[config.mk]
export PLATFORM = sky130hd
export DESIGN_NAME = pc_fetch_unit
export DESIGN_NICKNAME = d
export VERILOG_FILES = /design/src/rtl/pc_fetch_pkg.sv /design/src/rtl/return_stack.sv /design/src/rtl/pc_fetch_unit.sv
export SDC_FILE = /design/constraint.sdc
export NUM_CORES = 1
export LEC_CHECK = 0
export CAP_MARGIN = 20
export CORE_MARGIN = 2
export CORE_UTILIZATION = 45
export CTS_CLUSTER_SIZE = 40
export DETAILED_ROUTE_END_ITERATION = 16
export PLACE_DENSITY = 0.76
export RECOVER_POWER = 50
export SLEW_MARGIN = 20
export SYNTH_ARGS = -nofsm -noshare
export SYNTH_HDL_FRONTEND = slang
export SYNTH_HIERARCHICAL = 1
export SYNTH_SLANG_ARGS = --single-unit
[constraint.sdc]
create_clock -name clk -period 6.65 [get_ports clk]
set_clock_uncertainty 0.15 [all_clocks]
set_input_delay 1.33 -clock clk [delete_from_list [all_inputs] [get_ports clk]]
set_output_delay 1.33 -clock clk [all_outputs]
set_load 0.01 [all_outputs]
[src/rtl/pc_fetch_pkg.sv]
// Shared types and constants for the program-counter / fetch stage.
package pc_fetch_pkg;

    localparam int PC_ADDR_W = 11;
    localparam int INSTR_W   = 14;

    localparam logic [INSTR_W-1:0] NOP_INSTR = 14'h0000;

    // Next-PC operation selected by the decode stage; code 7 behaves as HOLD.
    typedef enum logic [2:0] {
        PC_HOLD   = 3'd0,
        PC_INC    = 3'd1,
        PC_GOTO   = 3'd2,
        PC_CALL   = 3'd3,
        PC_RETURN = 3'd4,
        PC_SKIP   = 3'd5,
        PC_LOAD   = 3'd6
    } pc_op_t;

endpackage

[src/rtl/return_stack.sv]
// Circular hardware return stack with sticky overflow/underflow flags.
// Overflow overwrites the oldest entry; underflow still moves the pointer
// and exposes whatever stale entry sits below it.
module return_stack #(
    parameter int DEPTH   = 8,
    parameter int DATA_W  = 11,
    parameter int PTR_W   = $clog2(DEPTH),
    parameter int DEPTH_W = $clog2(DEPTH) + 1
) (
    input  logic               clk,
    input  logic               rst_n,
    input  logic               i_push,
    input  logic               i_pop,
    input  logic [DATA_W-1:0]  i_push_data,
    output logic [DATA_W-1:0]  o_top,
    output logic [DEPTH_W-1:0] o_depth,
    output logic               o_overflow,
    output logic               o_underflow
);

    logic [DATA_W-1:0]  r_mem [DEPTH];
    logic [PTR_W-1:0]   r_sp;
    logic [DEPTH_W-1:0] r_depth;
    logic               r_overflow;
    logic               r_underflow;
    logic               w_full;
    logic               w_empty;

    assign w_full  = (r_depth == DEPTH_W'(DEPTH));
    assign w_empty = (r_depth == '0);

    // Top of stack is the entry just below the pointer; a pop returns it.
    assign o_top       = r_mem[r_sp - PTR_W'(1)];
    assign o_depth     = r_depth;
    assign o_overflow  = r_overflow;
    assign o_underflow = r_underflow;

    // Entry storage is deliberately not reset; contents are don't-care until pushed.
    always_ff @(posedge clk) begin
        if (i_push) r_mem[r_sp] <= i_push_data;
    end

    // Pointer, occupancy and sticky error flags.
    always_ff @(posedge clk or negedge rst_n) begin
        if (!rst_n) begin
            r_sp        <= '0;
            r_depth     <= '0;
            r_overflow  <= 1'b0;
            r_underflow <= 1'b0;
        end else if (i_push) begin
            r_sp <= r_sp + PTR_W'(1);
            if (w_full) r_overflow <= 1'b1;
            else        r_depth    <= r_depth + DEPTH_W'(1);
        end else if (i_pop) begin
            r_sp <= r_sp - PTR_W'(1);
            if (w_empty) r_underflow <= 1'b1;
            else         r_depth     <= r_depth - DEPTH_W'(1);
        end
    end

endmodule

[src/rtl/pc_fetch_unit.sv]
// Program counter and instruction fetch: drives the ROM address from PC,
// latches the returned word into IR and flushes IR on every control transfer.
module pc_fetch_unit
    import pc_fetch_pkg::*;
#(
    parameter int                ADDR_W       = PC_ADDR_W,
    parameter int                STACK_DEPTH  = 8,
    parameter logic [ADDR_W-1:0] RESET_VECTOR = '0
) (
    input  logic                         clk,
    input  logic                         rst_n,
    input  pc_op_t                       pc_op,
    input  logic [ADDR_W-1:0]            k_addr,
    input  logic [ADDR_W-1:0]            pc_load_value,
    input  logic [INSTR_W-1:0]           Rom_data_in,
    output logic [ADDR_W-1:0]            Rom_addr_out,
    output logic [INSTR_W-1:0]           ir_out,
    output logic                         ir_valid,
    output logic [$clog2(STACK_DEPTH):0] stack_depth,
    output logic                         stack_overflow,
    output logic                         stack_underflow
);

    logic [ADDR_W-1:0]  r_pc;
    logic [INSTR_W-1:0] r_ir;
    logic               r_ir_valid;

    logic [ADDR_W-1:0]  w_pc_next;
    logic [INSTR_W-1:0] w_ir_next;
    logic               w_valid_next;
    logic               w_push;
    logic               w_pop;
    logic [ADDR_W-1:0]  w_top;

    // ROM address comes straight from the PC register, never from pc_op.
    assign Rom_addr_out = r_pc;
    assign ir_out       = r_ir;
    assign ir_valid     = r_ir_valid;

    // PC already points past the CALL when it executes, so PC itself is the return address.
    return_stack #(
        .DEPTH  (STACK_DEPTH),
        .DATA_W (ADDR_W)
    ) u_stack (
        .clk         (clk),
        .rst_n       (rst_n),
        .i_push      (w_push),
        .i_pop       (w_pop),
        .i_push_data (r_pc),
        .o_top       (w_top),
        .o_depth     (stack_depth),
        .o_overflow  (stack_overflow),
        .o_underflow (stack_underflow)
    );

    // Next-PC / IR selection; every transfer replaces the fetched word with a NOP bubble.
    always_comb begin
        w_pc_next    = r_pc;
        w_ir_next    = r_ir;
        w_valid_next = r_ir_valid;
        w_push       = 1'b0;
        w_pop        = 1'b0;
        case (pc_op)
            PC_INC: begin
                w_pc_next    = r_pc + ADDR_W'(1);
                w_ir_next    = Rom_data_in;
                w_valid_next = 1'b1;
            end
            PC_GOTO: begin
                w_pc_next    = k_addr;
                w_ir_next    = NOP_INSTR;
                w_valid_next = 1'b0;
            end
            PC_CALL: begin
                w_push       = 1'b1;
                w_pc_next    = k_addr;
                w_ir_next    = NOP_INSTR;
                w_valid_next = 1'b0;
            end
            PC_RETURN: begin
                w_pop        = 1'b1;
                w_pc_next    = w_top;
                w_ir_next    = NOP_INSTR;
                w_valid_next = 1'b0;
            end
            PC_SKIP: begin
                w_pc_next    = r_pc + ADDR_W'(1);
                w_ir_next    = NOP_INSTR;
                w_valid_next = 1'b0;
            end
            PC_LOAD: begin
                w_pc_next    = pc_load_value;
                w_ir_next    = NOP_INSTR;
                w_valid_next = 1'b0;
            end
            default: ;
        endcase
    end

    // PC, IR and valid registers.
    always_ff @(posedge clk or negedge rst_n) begin
        if (!rst_n) begin
            r_pc       <= RESET_VECTOR;
            r_ir       <= NOP_INSTR;
            r_ir_valid <= 1'b0;
        end else begin
            r_pc       <= w_pc_next;
            r_ir       <= w_ir_next;
            r_ir_valid <= w_valid_next;
        end
    end

endmodule

==> results of run 1 <==
[power by group through the flow]
stage	sequential, µW	clock [µW]	combinational (µW)
3_3_place_gp	1100	0	887
2_1_floorplan	1060	0	598
3_5_place_dp	1110	0	904
6_report	1090	909	903
4_1_cts	1100	920	914
5_1_grt	1110	960	961
[worst register-to-register path: stages (launching register included)]
cell	delay, ps
dfrtp_1	470
inv_1	90
ha_1	980
mux4_2	460
mux2_2	300
nor2b_1	140
o21ai_0	270
nand2_1	80
a221o_1	290
[how the worst max path moves through the flow]
stage	from	to	slack [ps]
3_3_place_gp	pc_op[1]	u_stack/r_mem[3][10]$_DFFE_PP_	2180
3_5_place_dp	pc_op[1]	u_stack/r_mem[3][8]$_DFFE_PP_	2090
6_report	pc_op[1]	u_stack/r_mem[6][7]$_DFFE_PP_	2430
4_1_cts	pc_op[1]	u_stack/r_mem[6][7]$_DFFE_PP_	2480
5_1_grt	pc_op[1]	u_stack/r_mem[2][7]$_DFFE_PP_	2210
2_1_floorplan	pc_op[2]	u_stack/r_mem[1][0]$_DFFE_PP_	2970
[through the flow]
stage	hold slack [ps]	util [%]
after floorplan	356	-
after global placement	312	52.8
after detailed placement	323	52.8
after CTS	346	57.7
after global routing	361	57.7
final	331	57.7
[cells in the final DEF (no fill, tap or decap), drive strengths merged, types with 15 or more instances in the layout]
master / Yosys / layout
dfrtp: 35 / 35
clkbuf: 4 / 19
mux4: 23 / 23
dlygate4sd3: 0 / 17
nand2: 22 / 22
a21oi: 17 / 17
inv: 10 / 17
clkdlybuf4s50: 0 / 55
a22o: 15 / 15
edfxtp: 88 / 88
[sequential cells by signal, indices dropped and copies added (netlist names)]
name	flops
u_stack/o_depth	4
u_stack/r_mem	88
ir_out	14
ir_valid	1
Rom_addr_out	11
u_stack/o_underflow	1
u_stack/o_overflow	1
u_stack/r_sp	3
[kinds of logic (layout without fill, tap and decap cells)]
group,after synthesis,after routing,synth area share (%)
flip-flops,123,123,64.3
buffers and inverters,30,120,2.77
adder cells (fa/ha/maj),6,6,1.51
multiplexers,40,40,13.0
XOR/XNOR,6,6,0.960
AO/OA/AOI/OAI,76,76,10.0
AND/OR/NAND/NOR,75,75,7.45
[layout make-up]
class	count	area, µm²
flip-flops and latches	123	3520
clock inverters	14	161
multi-input cells	203	1800
repair buffers	78	762
clock buffers	18	429
fillers	888	5060
inverters	10	37.5
well taps	147	184
[synth_stat cells, types with 2 or more instances]
cell       n
nor3_1     5
a32oi_1    2
nand2_1   22
a221o_1    2
a22o_1    15
nor2b_1    7
a21oi_1   17
buf_6      3
xor2_1     5
a21o_2     2
mux2_2    12
nor4_1     2
mux2_4     2
nand2b_1   4
dfrtp_1   35
nand3_1    4
ha_1       5
o22ai_1    2
edfxtp_1  88
clkbuf_1   4
mux4_2    23
buf_2     13
or3_1      5
o21ai_0   13
nor2_1    13
a21o_1     2
and3b_1    5
mux2i_1    3
o21bai_1   2
a32o_1     2
o31ai_1    4
inv_1     10
[per-layer routing]
metal	wire, µm	up-vias	GRT usage (%)
met5	0	-	0
met4	294	0	7.89
met3	910	23	6.46
met2	6010	165	31.4
met1	5440	1714	28.5
li1	-	1565	-
==> results.sh, run 1 <==
export IMPL_required_ps=6530
export IMPL_synth_seq_area_share_pct=64.3
export IMPL_clock_root_buffer="clkbuf_16"
export IMPL_wl_per_cell_um=21.3
export IMPL_hp_start="u_stack/o_underflow$_DFFE_PN0P_"
export IMPL_drv_slew=36
export IMPL_sw_frac_of_total_pct=31.9
export IMPL_netlist_area_mm2=0.00547
export IMPL_yosys_warnings=6
export IMPL_outcome="finished, violations left"
export IMPL_num_vias=3467
export IMPL_layout_setup_ws_ps=2430
export IMPL_viasPerCell=5.85
export IMPL_crit_arrival_ps=4100
export IMPL_slew_headroom_pct=-31.0
export IMPL_cts_setup_buffers=0
export IMPL_grt_pass1_vias=3571
export IMPL_ys_flop_type="edfxtp_1"
export IMPL_cp_cell_sequence="clkdlybuf4s50_1 -> inv_1 -> nor3_1 -> buf_4 -> nand2_1 -> nor2_1"
export IMPL_power_internal_uw=1980
export IMPL_start_kind="input pin"
export IMPL_n_antenna_cell=0
export IMPL_htreeDepth=4
export IMPL_worstReg2RegEnd="Rom_addr_out[7]$_DFFE_PN0P_"
export IMPL_ant_nets=0
export IMPL_fin_tns_setup_ps=0
export IMPL_synthCells=356
export IMPL_finalNonFillerCells=593
export IMPL_hp_class="reg -> reg"
export IMPL_drc_errors=0
export IMPL_cp_num_cells=6
export IMPL_numPlacedInstances=561
export IMPL_pin_count=73
export IMPL_antenna_found_initial=0
export IMPL_synthTopCellsByArea="edfxtp_1 (48%), dfrtp_1 (16%), mux4_2 (9.5%)"
export IMPL_timing_fmax_ghz=0.237
export IMPL_grt_max_degree=36
export IMPL_ys_seq_elements=123
export IMPL_overflow=0
export IMPL_netSwitchingPower_uw=926
export IMPL_violations="max-capacitance violations, max-slew violations"
export IMPL_drive_above_1_share_pct=17.9
export IMPL_crit_type="in -> reg"
export IMPL_cts_sinks=123
export IMPL_post_route_period_util_pct=63.5
export IMPL_crit_path_end_kind="flip-flop"
export IMPL_rrSetupSlack_ps=3300
export IMPL_syn_to_final_growth_pct=26.0
export IMPL_setup_viol=0
export IMPL_dpl_hpwl_um=8210
export IMPL_power_leakage_uw=0.00256
export IMPL_die_w_um=114
export IMPL_worst_slew_pin_slew_ps=1960
export IMPL_critPathTopFamily="buffers and inverters"
export IMPL_dieArea_mm2=0.0131
export IMPL_start_util_pct=45.8
export IMPL_synth_net_count=403
export IMPL_cp_slowest_cell="clkdlybuf4s50_1"
export IMPL_place_ws_ps=2090
export IMPL_wl_um=12700
export IMPL_ir_drop_mv=0.209
export IMPL_nets=480
export IMPL_synth_edf_count=88
export IMPL_clkPwrFrac_pct=31.3
export IMPL_syn_avg_cell_area_um2=15.4
export IMPL_clockBufferDepth=2
export IMPL_synthArstFlopShare_pct=28.5
export IMPL_row_count=40
export IMPL_power_density_mw_per_mm2=421
export IMPL_maxCapViolCount=1
export IMPL_p_total_uw=2910
export IMPL_drtIter0Drc=358
export IMPL_crit_fanout=34
export IMPL_crit_buf_inv=3
export IMPL_first_pass_iters=4
export IMPL_synth_top_cell_by_area="edfxtp_1"
export IMPL_worstReg2RegStart="u_stack/r_sp[1]$_DFFE_PN0P_"
export IMPL_combPwrFrac_pct=31.1
export IMPL_post_route_min_period_ps=4220
export IMPL_synth_distinct_cells=55
export IMPL_grt_usage_pct=20.8
export IMPL_clkLatencyLatePin_ps=410
export IMPL_coreArea_mm2=0.0120
export IMPL_final_area_mm2=0.00690
export IMPL_routabilityCongestion=0.868
export IMPL_cts_buffers=17
export IMPL_die_height_um=114
export IMPL_hold_depth=1
export IMPL_whs_endpoint="u_stack/o_underflow$_DFFE_PN0P_"
export IMPL_yosys_area_top_type_share_pct=48.3
export IMPL_cts_tree="built"
export IMPL_power_frac_seq_pct=37.6
export IMPL_rsz0062_at_grt="false"
export IMPL_cp_slowest_stage_delay_ps=1150
export IMPL_portBuffers=72
export IMPL_clkTransAtPathRegs_ps=60
export IMPL_placed_area_mm2=0.00631
export IMPL_hold_viol=0
export IMPL_post_cts_resized=0
export IMPL_rr_worst_depth=8
export IMPL_holdBufCountCts=0
export IMPL_grt_pass1_wl_um=19800
No activity file was read; power rests on OpenSTA's default activity.
==> run 2, diff against run 1 <==
clock period = 4.05 ns   (was 6.65 ns; I/O delays follow)
==> results.sh, run 2 (synthesis gave the netlist of run 1 again) <==
export IMPL_slew_headroom_pct=-27.5
export IMPL_grt_usage_pct=20.2
export IMPL_clkTransAtPathRegs_ps=50
export IMPL_maxCapViolCount=1
export IMPL_routabilityCongestion=0.818
export IMPL_crit_arrival_ps=3230
export IMPL_crit_top_cell="inv_1"
export IMPL_drc_errors=0
export IMPL_critPathTopFamily="buffers and inverters"
export IMPL_die_w_um=114
export IMPL_outcome="finished, violations left"
export IMPL_start_kind="input pin"
export IMPL_ant_nets=0
export IMPL_placed_area_mm2=0.00641
export IMPL_violations="max-capacitance violations, max-slew violations"
export IMPL_required_ps=4180
export IMPL_rsz0062_at_grt="false"
export IMPL_setup_viol=0
export IMPL_holdBufCountCts=0
export IMPL_drv_slew=36
export IMPL_fin_tns_setup_ps=0
export IMPL_clock_root_buffer="clkbuf_16"
export IMPL_clockBufferDepth=2
export IMPL_post_route_period_util_pct=76.6
export IMPL_crit_buf_inv=4
export IMPL_power_frac_seq_pct=37.9
export IMPL_cp_slowest_stage_delay_ps=550
export IMPL_sw_frac_of_total_pct=30.1
export IMPL_regArea_mm2=0.00352
export IMPL_grt_pass1_wl_um=19600
export IMPL_drive_above_1_share_pct=19.0
export IMPL_cp_num_cells=9
export IMPL_cts_sinks=123
export IMPL_cts_setup_buffers=0
export IMPL_combPwrFrac_pct=31.9
export IMPL_worst_slew_pin_slew_ps=1910
export IMPL_hold_depth=1
export IMPL_power_internal_uw=3240
export IMPL_nFillCells=909
export IMPL_wl_per_cell_um=19.5
export IMPL_pin_count=73
export IMPL_grt_pass1_vias=3733
export IMPL_grt_max_degree=36
export IMPL_htreeDepth=4
export IMPL_die_height_um=114
export IMPL_multi_input_comb_area_mm2=0.00180
export IMPL_syn_to_final_growth_pct=27.1
export IMPL_first_pass_iters=4
export IMPL_wl_um=11800
export IMPL_layout_commonest_cell="edfxtp_1"
export IMPL_timing_fmax_ghz=0.322
export IMPL_post_cts_resized=0
export IMPL_crit_type="in -> reg"
export IMPL_cts_buffers=17
export IMPL_n_antenna_cell=0
export IMPL_power_density_mw_per_mm2=667
export IMPL_dieArea_mm2=0.0131
export IMPL_coreArea_mm2=0.0120
export IMPL_crit_fanout=11
export IMPL_overflow=0
export IMPL_clkLatencyLatePin_ps=410
export IMPL_row_count=40
export IMPL_dpl_hpwl_um=7890
export IMPL_post_route_min_period_ps=3100
export IMPL_mostFrequentLayoutCells="edfxtp_1 (88), clkdlybuf4s50_1 (59), dfrtp_1 (35)"
export IMPL_nets=493
export IMPL_top_register="u_stack/r_mem"
export IMPL_crit_path_end_kind="flip-flop"
export IMPL_hold_viol=0
export IMPL_rr_worst_depth=8
export IMPL_hp_class="reg -> reg"
export IMPL_largest_reg_flops=88
export IMPL_netSwitchingPower_uw=1390
export IMPL_antenna_found_initial=0
export IMPL_viasPerCell=5.70
export IMPL_ir_drop_mv=0.367
export IMPL_cts_tree="built"
export IMPL_drtIter0Drc=246
export IMPL_portBuffers=72
export IMPL_power_leakage_uw=0.00257
export IMPL_clkPwrFrac_pct=30.3
export IMPL_start_util_pct=45.8
export IMPL_cp_slowest_cell="dlygate4sd3_1"
export IMPL_cp_cell_sequence="dlygate4sd3_1 -> inv_1 -> nor3_1 -> clkbuf_1 -> inv_1 -> ha_1 -> a21o_2 -> a21oi_1 -> mux4_2"
export IMPL_num_vias=3453
export IMPL_final_area_mm2=0.00696
-- run 2: metal layers --
layer  track usage (%)  share of wire, %  up-vias
met4              5.04              0.69        0
met3              5.82               7.0        9
met5                 0                 0        -
met2              32.7                49      133
met1              27.1                43     1730
li1                  -                 -     1581
-- run 2: metrics by stage --
stage / util [%] / cells / hold WS, ps / worst slack [ps] / total power (µW)
floorplan: - / 356 / 356 / 894 / 2730
global placement: 53.6 / 574 / 314 / 999 / 3230
detailed placement: 53.6 / 574 / 315 / 940 / 3260
CTS: 58.3 / 606 / 332 / 1090 / 4680
global route: 58.2 / 606 / 337 / 736 / 4880
finish: 58.2 / 606 / 317 / 949 / 4640
-- run 2: final cells by class --
type,count,area share (%)
Multi-Input combinational cell,203,25.9
Clock inverter,13,1.83
Inverter,10,0.540
Clock buffer,19,6.22
Tap cell,147,2.64
Sequential cell,123,50.6
Timing Repair Buffer,91,12.2
-- run 2: final timing paths --
path                                              endpoint                            start  slack, ps
setup / recovery            u_stack/o_depth[3]$_DFFE_PN0P_                         pc_op[1]        950
hold / removal             u_stack/o_underflow$_DFFE_PN0P_  u_stack/o_underflow$_DFFE_PN0P_        320
setup reg to reg              Rom_addr_out[10]$_DFFE_PN0P_      u_stack/r_sp[1]$_DFFE_PN0P_       1080
hold reg to reg            u_stack/o_underflow$_DFFE_PN0P_  u_stack/o_underflow$_DFFE_PN0P_        320
max in group asynchronous      Rom_addr_out[0]$_DFFE_PN0P_                            rst_n       1330
min in group asynchronous   u_stack/o_depth[0]$_DFFE_PN0P_                            rst_n       1320
-- run 2: power by group through the flow --
stage	logic (µW)	clock network, µW	registers, µW
after floorplan	982	0	1750
after global placement	1470	0	1770
after detailed placement	1490	0	1780
after CTS	1490	1430	1760
after global routing	1600	1490	1790
final	1480	1400	1760
